File: config.mk
export PLATFORM = sky130hd
export DESIGN_NAME = bus_arbiter_flat
export DESIGN_NICKNAME = d
export VERILOG_FILES = /design/src/rtl/bus_arbiter_if.sv /design/src/rtl/bus_arbiter.sv /design/src/flat_wrapper.sv
export SDC_FILE = /design/constraint.sdc
export NUM_CORES = 1
export LEC_CHECK = 0
export BUFFER_PORTS_ARGS = -buffer_cell sky130_fd_sc_hd__buf_2
export CAP_MARGIN = 0
export CORE_UTILIZATION = 56
export CTS_CLUSTER_DIAMETER = 50
export CTS_CLUSTER_SIZE = 12
export DETAILED_ROUTE_END_ITERATION = 7
export GPL_ROUTABILITY_DRIVEN = 0
export HOLD_SLACK_MARGIN = 0.02
export PLACE_DENSITY = 0.77
export SYNTH_ARGS = -nofsm -noshare
export SYNTH_HDL_FRONTEND = slang
export SYNTH_SLANG_ARGS = --single-unit
File: constraint.sdc
create_clock -name clock -period 2.4 [get_ports clock]
set_input_delay 0.48 -clock clock [delete_from_list [all_inputs] [get_ports clock]]
set_output_delay 0.48 -clock clock [all_outputs]
set_load 0.005 [all_outputs]
File: src/rtl/bus_arbiter_if.sv
`default_nettype none
// ============================================================================
// Module      : bus_arbiter_if
// Description : Request/grant/split signal bundle between two bus masters,
//               the addressed slave and the two-master bus arbiter.
// Revision    : 1.0 - initial release
// ============================================================================
interface bus_arbiter_if;
  logic m1_req;
  logic m2_req;
  logic trans_done;
  logic slave_split;
  logic split_resume;
  logic m1_grant;
  logic m2_grant;
  logic m1_split;
  logic m2_split;
  logic timeout_err;
  logic split_err;

  // Master side: the masters and the addressed slave drive requests and events
  modport master (
    output m1_req, m2_req, trans_done, slave_split, split_resume,
    input  m1_grant, m2_grant, m1_split, m2_split, timeout_err, split_err
  );

  // Slave side: the arbiter consumes requests/events and drives grants/status
  modport slave (
    input  m1_req, m2_req, trans_done, slave_split, split_resume,
    output m1_grant, m2_grant, m1_split, m2_split, timeout_err, split_err
  );
endinterface
`default_nettype wire

File: src/rtl/bus_arbiter.sv
`default_nettype none
// ============================================================================
// Module      : bus_arbiter
// Description : Two-master bus arbiter with round-robin tie break, split
//               transaction parking/resume and a grant-hold timeout.
// Revision    : 1.0 - initial release
// ============================================================================
module bus_arbiter #(
  parameter int HOLD_MAX = 1023
) (
  input  wire           clock,
  input  wire           rst,
  bus_arbiter_if.slave  bus
);

  typedef enum logic [1:0] {
    IDLE     = 2'd0,
    GRANT_M1 = 2'd1,
    GRANT_M2 = 2'd2,
    TURN     = 2'd3
  } state_t;

  // Timeout fires in the last allowed granted cycle (counter starts at 0)
  localparam logic [9:0] c_hold_last = 10'(HOLD_MAX - 1);

  state_t     r_state,          w_state_nxt;
  logic       r_m1_grant,       w_m1_grant_nxt;
  logic       r_m2_grant,       w_m2_grant_nxt;
  logic       r_m1_split,       w_m1_split_nxt;
  logic       r_m2_split,       w_m2_split_nxt;
  logic       r_resume_pending, w_resume_nxt;
  logic       r_resuming,       w_resuming_nxt;
  logic       r_last_m2,        w_last_m2_nxt;
  logic [9:0] r_hold_cnt,       w_cnt_nxt;
  logic       r_timeout_err,    w_timeout_nxt;
  logic       r_split_err,      w_split_err_nxt;

  logic w_split_pending;
  logic w_m1_elig;
  logic w_m2_elig;
  logic w_owner_m2;
  logic w_owner_req;

  assign w_split_pending = r_m1_split | r_m2_split;
  assign w_m1_elig       = bus.m1_req & ~r_m1_split;
  assign w_m2_elig       = bus.m2_req & ~r_m2_split;
  assign w_owner_m2      = (r_state == GRANT_M2);
  assign w_owner_req     = w_owner_m2 ? bus.m2_req : bus.m1_req;

  // State register and all registered outputs/flags
  always_ff @(posedge clock) begin
    if (rst) begin
      r_state          <= IDLE;
      r_m1_grant       <= 1'b0;
      r_m2_grant       <= 1'b0;
      r_m1_split       <= 1'b0;
      r_m2_split       <= 1'b0;
      r_resume_pending <= 1'b0;
      r_resuming       <= 1'b0;
      r_last_m2        <= 1'b1;
      r_hold_cnt       <= 10'd0;
      r_timeout_err    <= 1'b0;
      r_split_err      <= 1'b0;
    end else begin
      r_state          <= w_state_nxt;
      r_m1_grant       <= w_m1_grant_nxt;
      r_m2_grant       <= w_m2_grant_nxt;
      r_m1_split       <= w_m1_split_nxt;
      r_m2_split       <= w_m2_split_nxt;
      r_resume_pending <= w_resume_nxt;
      r_resuming       <= w_resuming_nxt;
      r_last_m2        <= w_last_m2_nxt;
      r_hold_cnt       <= w_cnt_nxt;
      r_timeout_err    <= w_timeout_nxt;
      r_split_err      <= w_split_err_nxt;
    end
  end

  // Next-state, grant selection, split bookkeeping and hold timer
  always_comb begin
    w_state_nxt     = r_state;
    w_m1_grant_nxt  = 1'b0;
    w_m2_grant_nxt  = 1'b0;
    w_m1_split_nxt  = r_m1_split;
    w_m2_split_nxt  = r_m2_split;
    w_resume_nxt    = r_resume_pending;
    w_resuming_nxt  = r_resuming;
    w_last_m2_nxt   = r_last_m2;
    w_cnt_nxt       = r_hold_cnt;
    w_timeout_nxt   = 1'b0;
    w_split_err_nxt = 1'b0;

    // A resume is only meaningful while some master is parked
    if (bus.split_resume && w_split_pending) begin
      w_resume_nxt = 1'b1;
    end

    case (r_state)
      IDLE: begin
        if (r_resume_pending) begin
          // Parked master returns first; its flags clear as the grant rises
          w_resume_nxt   = 1'b0;
          w_resuming_nxt = 1'b1;
          w_cnt_nxt      = 10'd0;
          if (r_m1_split) begin
            w_state_nxt    = GRANT_M1;
            w_m1_grant_nxt = 1'b1;
            w_m1_split_nxt = 1'b0;
            w_last_m2_nxt  = 1'b0;
          end else begin
            w_state_nxt    = GRANT_M2;
            w_m2_grant_nxt = 1'b1;
            w_m2_split_nxt = 1'b0;
            w_last_m2_nxt  = 1'b1;
          end
        end else if (w_m1_elig && (!w_m2_elig || r_last_m2)) begin
          w_state_nxt    = GRANT_M1;
          w_m1_grant_nxt = 1'b1;
          w_last_m2_nxt  = 1'b0;
          w_resuming_nxt = 1'b0;
          w_cnt_nxt      = 10'd0;
        end else if (w_m2_elig) begin
          w_state_nxt    = GRANT_M2;
          w_m2_grant_nxt = 1'b1;
          w_last_m2_nxt  = 1'b1;
          w_resuming_nxt = 1'b0;
          w_cnt_nxt      = 10'd0;
        end
      end

      GRANT_M1, GRANT_M2: begin
        // Any end event moves to TURN; grant falls on the following edge
        w_state_nxt    = TURN;
        w_resuming_nxt = 1'b0;
        if (bus.slave_split) begin
          if (w_split_pending) begin
            // Only one split may be outstanding: reject and end the transfer
            w_split_err_nxt = 1'b1;
          end else if (w_owner_m2) begin
            w_m2_split_nxt = 1'b1;
          end else begin
            w_m1_split_nxt = 1'b1;
          end
        end else if (bus.trans_done) begin
          w_state_nxt = TURN;
        end else if (!r_resuming && !w_owner_req) begin
          w_state_nxt = TURN;
        end else if (r_hold_cnt == c_hold_last) begin
          w_timeout_nxt = 1'b1;
        end else begin
          w_state_nxt    = r_state;
          w_resuming_nxt = r_resuming;
          w_m1_grant_nxt = ~w_owner_m2;
          w_m2_grant_nxt = w_owner_m2;
          w_cnt_nxt      = r_hold_cnt + 10'd1;
        end
      end

      TURN: begin
        w_state_nxt = IDLE;
      end

      default: begin
        w_state_nxt = IDLE;
      end
    endcase
  end

  assign bus.m1_grant    = r_m1_grant;
  assign bus.m2_grant    = r_m2_grant;
  assign bus.m1_split    = r_m1_split;
  assign bus.m2_split    = r_m2_split;
  assign bus.timeout_err = r_timeout_err;
  assign bus.split_err   = r_split_err;

endmodule
`default_nettype wire

File: src/flat_wrapper.sv
// flat-port wrapper written by rule: the top's interface ports become plain ports
module bus_arbiter_flat 
#(
  parameter int HOLD_MAX = 1023
)
  (clock, rst, bus_m1_req, bus_m2_req, bus_trans_done, bus_slave_split, bus_split_resume, bus_m1_grant, bus_m2_grant, bus_m1_split, bus_m2_split, bus_timeout_err, bus_split_err);
  bus_arbiter_if bus_i ();
  input  wire clock;
  input  wire rst;
  input wire logic [$bits(bus_i.m1_req)-1:0] bus_m1_req;
  input wire logic [$bits(bus_i.m2_req)-1:0] bus_m2_req;
  input wire logic [$bits(bus_i.trans_done)-1:0] bus_trans_done;
  input wire logic [$bits(bus_i.slave_split)-1:0] bus_slave_split;
  input wire logic [$bits(bus_i.split_resume)-1:0] bus_split_resume;
  output wire logic [$bits(bus_i.m1_grant)-1:0] bus_m1_grant;
  output wire logic [$bits(bus_i.m2_grant)-1:0] bus_m2_grant;
  output wire logic [$bits(bus_i.m1_split)-1:0] bus_m1_split;
  output wire logic [$bits(bus_i.m2_split)-1:0] bus_m2_split;
  output wire logic [$bits(bus_i.timeout_err)-1:0] bus_timeout_err;
  output wire logic [$bits(bus_i.split_err)-1:0] bus_split_err;
  assign bus_i.m1_req = bus_m1_req;
  assign bus_i.m2_req = bus_m2_req;
  assign bus_i.trans_done = bus_trans_done;
  assign bus_i.slave_split = bus_slave_split;
  assign bus_i.split_resume = bus_split_resume;
  assign bus_m1_grant = bus_i.m1_grant;
  assign bus_m2_grant = bus_i.m2_grant;
  assign bus_m1_split = bus_i.m1_split;
  assign bus_m2_split = bus_i.m2_split;
  assign bus_timeout_err = bus_i.timeout_err;
  assign bus_split_err = bus_i.split_err;
  bus_arbiter #(.HOLD_MAX(HOLD_MAX)) u_core (.clock(clock), .rst(rst), .bus(bus_i));
endmodule
# Yosys cells after proc, flatten, opt, wreduce, memory -nomap -nowiden
# Index checks and enable logic that the tools add are counted.
# W data, S select, Z words.
[totals]
wordCells = 117
output_inout_bits = 6
memories = 0
mem_bits_rw = 0
rom_bits = 0
ff_bits = 21
latchBits = 0
[op_classes]
shift = 0
bitwise = 8
n_div = 0
eq_ne = 16
n_mux = 62
addsub = 1
reduce_logical = 19
n_mul = 0
n_lt_le_gt_ge = 0
[ops]
columns = ["cell", "n"]
rows = [
  ["$mux W10", 7],
  ["$mux W1", 40],
  ["$pmux W10 S2", 1],
  ["$mux W2", 8],
  ["$ne A2 B2 Y1 const B", 8],
  ["$reduce_and A6 Y1", 2],
  ["$add A10 B1 Y10 const B", 1],
  ["$eq A10 B10 Y1 const B", 1],
  ["$pmux W1 S2", 5],
  ["$pmux W2 S3", 1],
  ["$ne A5 B3 Y1 const B", 1],
  ["$not A1 Y1", 5],
  ["$reduce_and A5 Y1", 1],
  ["$reduce_or A5 Y1", 1],
  ["$eq A2 B2 Y1 const B", 2],
  ["$ne A2 B1 Y1 const B", 2],
  ["$ne A4 B1 Y1 const B", 1],
  ["$reduce_and A2 Y1", 2],
  ["$logic_and A1 B1 Y1", 3],
  ["$logic_not A1 Y1", 3],
  ["$reduce_and A3 Y1", 1],
  ["$reduce_bool A3 Y1", 1],
  ["$reduce_or A3 Y1", 1],
  ["$and A1 B1 Y1", 2],
  ["other kinds (6)", 6],
]

# Logic depth before layout (Yosys ltp)
# Gate-level depths: netlist of the first run.
[logic_depth]
depth_word = 8
ltp_mapped = 8
ltp_nobuf = 7

# Least setup slack after synthesis of the first run
# OpenSTA, ideal clock, no wires.
[synth_timing]
path_kind = "register to register"
startpoint = "reg u_core.r_state[1]"
endpoint = "reg u_core.r_hold_cnt[0]"
synth_period_minus_slack_ps = 1822
required_ps = 2343
stages_incl_launch_ff = 8
path_slack_ps = 578
path_buffers = 0
arrival_time_ps = 1765
setup_time_ps = 57
path_cell_list = "dfxtp_1 inv_1 ha_1 inv_1 nor4_1 nor2b_1 a21oi_1 o21ba_2"
[synth_between]
elab_chain_cells = 6
[synth_lines]
columns = ["item", "line_no", "rtl"]
rows = [
  ["start, declared", "bus_arbiter.sv:26", "state_t r_state, w_state_nxt;"],
  ["start signal, assigned", "bus_arbiter.sv:65", "r_state <= w_state_nxt;"],
  ["$eq A2 B2 Y1", "bus_arbiter.sv:47, bus_arbiter.sv:98", ""],
  ["$mux W1", "bus_arbiter.sv:48", "assign w_owner_req = w_owner_m2 ? bus.m2_req : bus.m1_req;"],
  ["$logic_not A1 Y1", "bus_arbiter.sv:146", "end else if (!r_resuming && !w_owner_req) begin"],
  ["$logic_and A1 B1 Y1", "bus_arbiter.sv:146", ""],
  ["$ne A2 B2 Y1 (no source line)", "--", ""],
  ["$reduce_and A6 Y1 (no source line)", "--", ""],
  ["end signal, assigned", "bus_arbiter.sv:73", "r_hold_cnt <= w_cnt_nxt;"],
  ["end, declared", "bus_arbiter.sv:34", "logic [9:0] r_hold_cnt, w_cnt_nxt;"],
]
# Several ways; a longest one is shown, not always the timed one.
# A chain may end at the register's enable or synchronous reset.

# Final worst setup path of the first run
# Same ends and word-level chain as after synthesis.

==> flow_metrics.tcl, run 1 <==
set metrics [dict create \
    outcome "finished, final reports clean" \
    antenna_found_initial 0 \
    cts_resized 0 \
    fmax_mhz 461 \
    start_util_pct 59.9 \
    finalPower_uw 1210 \
    min_from "u_core.r_hold_cnt[8]" \
    dr.pass1.iters 4 \
    nets 166 \
    grt_pass1_wl_mm 4.13 \
    netlist_instances 140 \
    netlist-cell-type-count 42 \
    die_x_um 48.0 \
    tightestPinTransition_ns 0.481 \
    cp_top_family "simple AND/OR/NAND/NOR gates" \
    hold_buffers 0 \
    wl_met3_um 186 \
    min_period_ns 2.17 \
    vias 1109 \
    n_antenna_cell 0 \
    reg2reg_from "u_core.r_state[1]" \
    pwr_density_cell_nw_per_um2 943 \
    fin_worst_skew_ns 0.00262 \
    required_ns 2.67 \
    postSynthAreaPerCell_um2 8.48 \
    slew_headroom_pct 67.6 \
    synth_commonest_cells "dfxtp_1 (21), o21ai_0 (11), a21oi_1 (10)" \
    post_cts_buffers 0 \
    async_flop_share_pct 0 \
    clk_pin_slew_ns 0.11 \
    coreArea_um2 1980 \
    floorplan.die.height_um 48.0 \
    reg2reg_to "u_core.r_hold_cnt[0]" \
    grt_overflow 0 \
    first_global_vias 955 \
    htree_levels 1 \
    portBuffers 12 \
    max-cap-violations 0 \
    hold_end "u_core.r_hold_cnt[8]" \
    clkSinkCount 21 \
    slowest_stage "nor2b_1" \
    design.die.area_um2 2310 \
    crit_chain "inv_1 -> ha_1 -> inv_1 -> nor4_1 -> nor2b_1 -> a21oi_1 -> o21ba_2" \
    min_path_type "register to register" \
    crit_path_end_kind "register" \
    cts_tree "yes" \
    synth_warnings 0 \
    p_leak_uw 0.000494 \
    netlist_top_cells_area "dfxtp_1 (35%), ha_1 (6.3%), o21ai_0 (4.6%), a21oi_1 (4.2%), a31oi_1 (3.7%)" \
    grt_max_degree 17 \
    synth_top_flop_cell "dfxtp_1" \
    viasPerCell 6.20 \
    drc 0 \
    cpMostUsedCell "inv_1" \
    numCtsBuffers 3 \
    cp.arrival_ns 2.43 \
    whs_path_depth 1 \
    dp_hpwl_mm 1.95 \
    drv_slew 0 \
    root_buffer "clkbuf_4" \
    fin_tns_setup_ns 0 \
    ys_seq_elements 21 \
    rsz0062_at_grt "false" \
    crit_buf_inv 2 \
    synth_area_um2 1190 \
    irDropWorstVdd_mv 0.603 \
    wl_met2_mm 1.18 \
    yosysMostFrequentCell "dfxtp_1" \
    synth_top_cell_by_area "dfxtp_1" \
    num_rows 16 \
    synth-edff-count 0 \
    io_pins 13 \
    fin_crit_sh_pct 90.3 \
    hold_viol_final 0 \
    worstSetupPathType "register to register" \
    synth_top_area_share_pct 35.4 \
    worst_path_largest_cell_delay_ns 0.43 \
    ant_nets 0 \
    grt.total_usage_pct 26.0 \
    drive_gt1_share_pct 15.1 \
    finalSetupViolCount 0 \
    syn_nets 153 \
    critical_path.startpoint_type "register" \
    wirelength_mm 2.59 \
    drtIter0Drc 36 \
    synth_seq_area_share_pct 35.4 \
    r2r_setup_slack_ns 0.23 \
    rr_worst_depth 7 \
    crit_fanout 6 \
    wl_met1_mm 1.19 \
    insertion_delay_ns 0.31 \
    topRoutingLayerUsed "met4" \
    wire_per_inst_um 14.5 \
    clock_path_buffers 2 \
    area_growth_pct 8.32 \
]
[how the worst max path moves through the flow]
stage	from	to	slack (ns)	cells past startpoint
3_3_place_gp	u_core.r_state[1]	u_core.r_hold_cnt[0]	0.32	7
4_1_cts	u_core.r_state[1]	u_core.r_hold_cnt[0]	0.28	7
2_1_floorplan	u_core.r_state[1]	u_core.r_hold_cnt[0]	0.58	7
6_report	u_core.r_state[1]	u_core.r_hold_cnt[0]	0.23	7
5_1_grt	u_core.r_state[1]	u_core.r_hold_cnt[0]	0.006	7
3_5_place_dp	u_core.r_state[1]	u_core.r_hold_cnt[0]	0.31	7
[metal layers]
layer	GRT usage [%]	vias up
met4	12.2	0
li1	-	560
met5	0	-
met3	4.91	5
met1	37.5	494
met2	36.8	50
[cell type report]
cell class / count / area (um^2)
clock buffer: 3 / 22.5
clock inverter: 1 / 5.00
fill: 177 / 696
inverter: 9 / 33.8
multi-input combinational: 106 / 711
sequential: 21 / 420
tap: 27 / 33.8
timing repair buffer: 12 / 60.1
[sequential cells by signal (all words and copies together) (netlist names)]
name / count
u_core.bus.m1_grant: 1
u_core.bus.m1_split: 1
u_core.bus.m2_grant: 1
u_core.bus.m2_split: 1
u_core.bus.split_err: 1
u_core.bus.timeout_err: 1
u_core.r_hold_cnt: 10
u_core.r_last_m2: 1
u_core.r_resume_pending: 1
u_core.r_resuming: 1
u_core.r_state: 2
[through the flow]
| stage | util (%) | hold WS, ns | cells | area (um^2) | setup WS (ns) |
|---|---|---|---|---|---|
| after floorplan | - | 0.439 | 140 | 1190 | 0.578 |
| after global placement | 63.5 | 0.468 | 175 | 1260 | 0.315 |
| after detailed placement | 63.5 | 0.475 | 175 | 1260 | 0.312 |
| after CTS | 64.9 | 0.499 | 179 | 1290 | 0.278 |
| after global routing | 64.9 | 0.512 | 179 | 1290 | 0.00578 |
| final | 64.9 | 0.498 | 179 | 1290 | 0.233 |
[cells in the final DEF (no fill, tap or decap), types with 4 or more instances in the layout]
cell type  instances
ha_1               6
dfxtp_1           21
nor2_1             7
a21oi_1           10
a211oi_1           4
nand3_1            8
a31oi_1            7
nand2_1            5
nor3_1             5
inv_1              9
buf_2             12
o21ai_0           11
[report_power, final]
group	internal [uW]	switching [uW]
sequential	404	53.1
combinational	230	355
clock	62.3	108
total	697	516
[cell families (layout without fill, tap and decap cells)]
| group | Yosys count | after routing | share of synthesized area (%) |
|---|---|---|---|
| and+or+nand+nor | 48 | 48 | 23.5 |
| buffers and inverters | 13 | 25 | 4.74 |
| adders and majority gates | 6 | 6 | 6.32 |
| AOI/OAI and AO/OA | 49 | 49 | 27.4 |
| muxes | 3 | 3 | 2.63 |
| DFF | 21 | 21 | 35.4 |
No activity file was read; power rests on OpenSTA's default activity.
==> run 2, diff against run 1 <==
--- a/config.mk
+++ b/config.mk
@@ -14,6 +14,7 @@
 export GPL_ROUTABILITY_DRIVEN = 0
 export HOLD_SLACK_MARGIN = 0.02
 export PLACE_DENSITY = 0.77
+export RECOVER_POWER = 100
 export SYNTH_ARGS = -nofsm -noshare
 export SYNTH_HDL_FRONTEND = slang
 export SYNTH_SLANG_ARGS = --single-unit
==> run 2 against run 1 <==
Against the previous run:
- clock skew is essentially flat
- sequential power about the same
- utilization shrank 0.38 points
- total power fell by 0.43%
- die area did not move
- hold slack got worse by 0.00076 ns
- critical path type unchanged
- critical endpoint is now u_core.bus.m2_grant
- largest power group unchanged
==> flow_metrics.tcl, run 2 (same netlist as run 1, synthesis figures left out) <==
set metrics [dict create \
    path_depth 7 \
    first_global_vias 955 \
    dr.pass1.iters 4 \
    numCtsBuffers 3 \
    insertion_delay_ns 0.31 \
    drtIter0Drc 31 \
    dp_slack_ns 0.312 \
    final_cell_mix "dfxtp_1 (21), o21ai_0 (11), a21oi_1 (10), inv_1 (9), nand3_1 (8)" \
    reg2reg_from "u_core.r_state[0]" \
    place_area_um2 1260 \
    area_growth_pct 7.69 \
    slew_headroom_pct 67.3 \
    io_pins 13 \
    vias 1102 \
    r2r_setup_slack_ns 0.24 \
    rr_worst_depth 7 \
    outcome "finished, final reports clean" \
    crit_fanout 7 \
    fin_tns_setup_ns 0 \
    critical_path.startpoint_type "register" \
    drc 0 \
    grt_pass1_wl_mm 4.13 \
    finalSetupViolCount 0 \
    top_regs "u_core.r_hold_cnt (10), u_core.r_state (2)" \
    pwr_density_cell_nw_per_um2 944 \
    top_register "u_core.r_hold_cnt" \
    cts_tree "yes" \
    fill_cells 179 \
    grt.total_usage_pct 26.0 \
    largest_register_ffs 10 \
    nets 166 \
    viasPerCell 6.16 \
    crit_buf_inv 1 \
    required_ns 2.63 \
    portBuffers 12 \
    rsz0062_at_grt "false" \
    n_antenna_cell 0 \
    clkSinkCount 21 \
    clock_path_buffers 2 \
    die_x_um 48.0 \
    worst_hold_slack_ns 0.497 \
    coreArea_um2 1980 \
    min_period_ns 2.16 \
    drv_slew 0 \
    drive_gt1_share_pct 11.2 \
    post_cts_buffers 0 \
    htree_levels 1 \
    p_leak_uw 0.000467 \
    fin_crit_sh_pct 90.1 \
    wire_per_inst_um 14.4 \
    hold_viol_final 0 \
    num_rows 16 \
    clk_pin_slew_ns 0.11 \
    hold_buffers 0 \
    floorplan.die.height_um 48.0 \
    worstSetupPathType "register to register" \
    dp_hpwl_mm 1.95 \
    root_buffer "clkbuf_4" \
    mostFrequentLayoutCell "dfxtp_1" \
    reg2reg_to "u_core.bus.m2_grant" \
    start_util_pct 59.9 \
    design.die.area_um2 2310 \
    tightestPinTransition_ns 0.486 \
    worst_path_largest_cell_delay_ns 0.42 \
    max-cap-violations 0 \
    ant_nets 0 \
    min_path_type "register to register" \
    cts_resized 0 \
    fmax_mhz 463 \
    fin_worst_skew_ns 0.00257 \
    cp.arrival_ns 2.39 \
    grt_max_degree 17 \
    antenna_found_initial 0 \
    wirelength_mm 2.58 \
    crit_path_end_kind "register" \
    endpoint "u_core.bus.m2_grant" \
    irDropWorstVdd_mv 0.600 \
    finalPower_uw 1210 \
    setup_slack_ns 0.238 \
    crit_start "u_core.r_state[0]" \
    crit_chain "inv_1 -> ha_1 -> mux2i_1 -> a21oi_1 -> and2_0 -> nand3_1 -> a211oi_1" \
    finalInstanceArea_um2 1280 \
    cp_top_family "compound AO/OA/AOI/OAI gates" \
    slowest_stage "a21oi_1" \
    grt_overflow 0 \
]
[run 2: how the worst min path moves through the flow]
stage                     cells after the start  slack [ns]                 start                    to
after floorplan                               1        0.44  u_core.r_hold_cnt[8]  u_core.r_hold_cnt[8]
after global placement                        1        0.47  u_core.r_hold_cnt[7]  u_core.r_hold_cnt[7]
after detailed placement                      1        0.47  u_core.r_hold_cnt[7]  u_core.r_hold_cnt[7]
after CTS                                     4        0.50        bus_trans_done  u_core.r_hold_cnt[9]
after global routing                          1        0.51  u_core.r_hold_cnt[8]  u_core.r_hold_cnt[8]
final                                         1        0.50  u_core.r_hold_cnt[8]  u_core.r_hold_cnt[8]
[run 2: layout make-up]
| class | instances | area [um^2] | area share [%] |
|---|---|---|---|
| Timing Repair Buffer | 12 | 52.6 | 4.11 |
| Clock buffer | 3 | 22.5 | 1.76 |
| Clock inverter | 1 | 5.00 | 0.391 |
| Multi-Input combinational cell | 106 | 711 | 55.6 |
| Tap cell | 27 | 33.8 | 2.64 |
| Sequential cell | 21 | 420 | 32.9 |
| Inverter | 9 | 33.8 | 2.64 |
[run 2: through the flow]
stage,std cells,utilization (%)
after floorplan,140,-
after detailed placement,175,63.5
after global placement,175,63.5
after global routing,179,64.5
after CTS,179,64.9
final,179,64.5
[run 2: worst reg2reg max path: cells and delay by family, from the launching register on]
kind	cells	cell delay (ns)
simple gates	2	0.54
fa+ha+maj	1	0.25
compound gates	2	0.67
buf+inv	1	0.09
mux	1	0.17
flops	1	0.38
[run 2: power by group]
group | switching [uW] | internal (uW) | leakage, uW
registers | 54.1 | 404 | 0.000171
logic | 354 | 225 | 0.000279
clock network | 107 | 62.3 | 0.0000177
[run 2: layer usage]
layer	GRT usage, %	up-vias	share of wire (%)
li1	-	556	-
met1	37.5	501	47
met3	4.91	5	5.9
met4	12.2	0	1.4
met2	36.8	40	45
met5	0	-	0
==> run 3, diff against run 2 <==
--- a/config.mk
+++ b/config.mk
@@ -7,6 +7,7 @@
 export LEC_CHECK = 0
 export BUFFER_PORTS_ARGS = -buffer_cell sky130_fd_sc_hd__buf_2
 export CAP_MARGIN = 0
+export CORE_MARGIN = 3
 export CORE_UTILIZATION = 56
 export CTS_CLUSTER_DIAMETER = 50
 export CTS_CLUSTER_SIZE = 12
==> run 3 against run 2 <==
Against the previous run:
- critical path depth did not move
- clock skew is 0.0011 ns higher
- flip-flop and latch count did not move
- hold slack improved by 0.0040 ns
- register-to-register slack gained 0.06 ns
- total power up 0.75%
- sequential power about the same
==> flow_metrics.tcl, run 3 (same netlist as run 1, synthesis figures left out) <==
set metrics [dict create \
    crit_buf_inv 2 \
    critical_path.startpoint_type "register" \
    tightestPinTransition_ns 0.486 \
    crit_path_end_kind "register" \
    fin_crit_sh_pct 87.8 \
    min_from "u_core.r_hold_cnt[7]" \
    n_antenna_cell 0 \
    fin_worst_skew_ns 0.00367 \
    drc 0 \
    finalSetupViolCount 0 \
    r2r_setup_slack_ns 0.29 \
    insertion_delay_ns 0.30 \
    rsz0062_at_grt "false" \
    reg2reg_from "u_core.r_state[1]" \
    min_path_type "register to register" \
    clkSinkCount 21 \
    crit_chain "inv_1 -> ha_1 -> inv_1 -> nor4_1 -> nor2b_2 -> a21oi_1 -> o21ba_2" \
    cts_tree "yes" \
    top_regs "u_core.r_hold_cnt (10), u_core.r_state (2)" \
    mostFrequentLayoutCell "dfxtp_1" \
    cpMostUsedCell "inv_1" \
    hold_viol_final 0 \
    pwr_density_cell_nw_per_um2 947 \
    pwr-share-comb_pct 48.6 \
    reg2reg_to "u_core.r_hold_cnt[0]" \
    required_ns 2.66 \
    start_util_pct 59.9 \
    clkPwrFrac_pct 13.8 \
    min_period_ns 2.11 \
    htree_levels 1 \
    finalPower_uw 1220 \
    p_leak_uw 0.000480 \
    wire_per_inst_um 14.6 \
    largest_register_ffs 10 \
    grt_overflow 0 \
    first_global_vias 983 \
    grt.total_usage_pct 20.8 \
    ant_nets 0 \
    grt_max_degree 17 \
    worst_hold_slack_ns 0.501 \
    portBuffers 12 \
    irDropWorstVdd_mv 0.669 \
    p_switching_uw 519 \
    hold_end "u_core.r_hold_cnt[7]" \
    drive_gt1_share_pct 13.8 \
    fill_cells 173 \
    grt_pass1_wl_mm 4.24 \
    whs_path_depth 1 \
    worstSetupPathType "register to register" \
    drtIter0Drc 57 \
    slowest_stage "dfxtp_1" \
    numCtsBuffers 3 \
    num_rows 16 \
    crit_start "u_core.r_state[1]" \
    area_growth_pct 8.22 \
    design.die.area_um2 2710 \
    fmax_mhz 475 \
    final_cell_mix "dfxtp_1 (21), o21ai_0 (11), a21oi_1 (10), inv_1 (9), buf_2 (9)" \
    cp.arrival_ns 2.36 \
    root_buffer "clkbuf_4" \
    dr.pass1.iters 4 \
    outcome "finished, final reports clean" \
    die_x_um 52.0 \
    io_pins 13 \
    p_int_uw 697 \
    antenna_found_initial 0 \
    clock_path_buffers 2 \
    top_register "u_core.r_hold_cnt" \
    setup_slack_ns 0.294 \
    coreArea_um2 1980 \
    vias 1136 \
    wirelength_mm 2.61 \
    slew_headroom_pct 67.3 \
    cp_top_family "simple AND/OR/NAND/NOR gates" \
    worst_path_largest_cell_delay_ns 0.40 \
    floorplan.die.height_um 52.0 \
    drv_slew 0 \
    rr_worst_depth 7 \
    dp_hpwl_mm 1.94 \
    nets 166 \
    dp_slack_ns 0.202 \
    seqPwrFrac_pct 37.6 \
    clk_pin_slew_ns 0.11 \
    fin_tns_setup_ns 0 \
    crit_fanout 6 \
    max-cap-violations 0 \
    viasPerCell 6.35 \
    sw_frac_of_total_pct 42.7 \
]
## run 3: cell types whose count changed in the layout (fill, tap and decap cells not counted)
cell / delta
and2_0: -1
and2_1: +1
buf_2: +3
clkbuf_1: -3
nor2b_1: -1
nor2b_2: +1
## run 3: final cells by class
type	instances	area (um^2)	area share, %
clock buffers	3	22.5	1.75
multi-input cells	106	713	55.5
well taps	27	33.8	2.63
flip-flops and latches	21	420	32.7
repair buffers	12	56.3	4.38
inverters	9	33.8	2.63
clock inverters	1	5.00	0.389
## run 3: metrics by stage
step | instance area (um^2) | utilization, % | instances
floorplan | 1190 | - | 140
global placement | 1260 | 63.5 | 175
detailed placement | 1260 | 63.5 | 175
CTS | 1290 | 64.9 | 179
global route | 1280 | 64.8 | 179
finish | 1280 | 64.8 | 179
## run 3: power by group through the flow
stage	combinational, uW	sequential (uW)	clock, uW
after floorplan	458	451	0
after global placement	557	463	0
after detailed placement	575	463	0
after CTS	582	456	175
after global routing	654	466	183
final	592	457	168
## run 3: metal layers
| metal | wire (um) | track usage (%) | share of wire (%) | vias to the layer above |
|---|---|---|---|---|
| li1 | - | - | - | 555 |
| met1 | 1240 | 29.0 | 47 | 528 |
| met2 | 1150 | 31.2 | 44 | 51 |
| met3 | 209 | 6.30 | 8.0 | 2 |
| met4 | 8 | 4.80 | 0.31 | 0 |
| met5 | 0 | 0 | 0 | - |
## run 3: how the worst max path moves through the flow
| stage | to | slack, ns | cells after the start |
|---|---|---|---|
| detailed placement | u_core.r_hold_cnt[0] | 0.20 | 7 |
| CTS | u_core.r_hold_cnt[0] | 0.16 | 7 |
| global placement | u_core.r_hold_cnt[0] | 0.32 | 7 |
| global route | u_core.r_hold_cnt[2] | 0.11 | 7 |
| finish | u_core.r_hold_cnt[0] | 0.29 | 7 |
| floorplan | u_core.r_hold_cnt[0] | 0.58 | 7 |
## run 3: repair_timing
| action | in CTS | in global routing |
|---|---|---|
| buffers inserted | 0 | 0 |
| hold buffers | 0 | 0 |
| gates resized for setup | 0 | 1 |
| endpoints found under the setup margin | 0 | 3 |
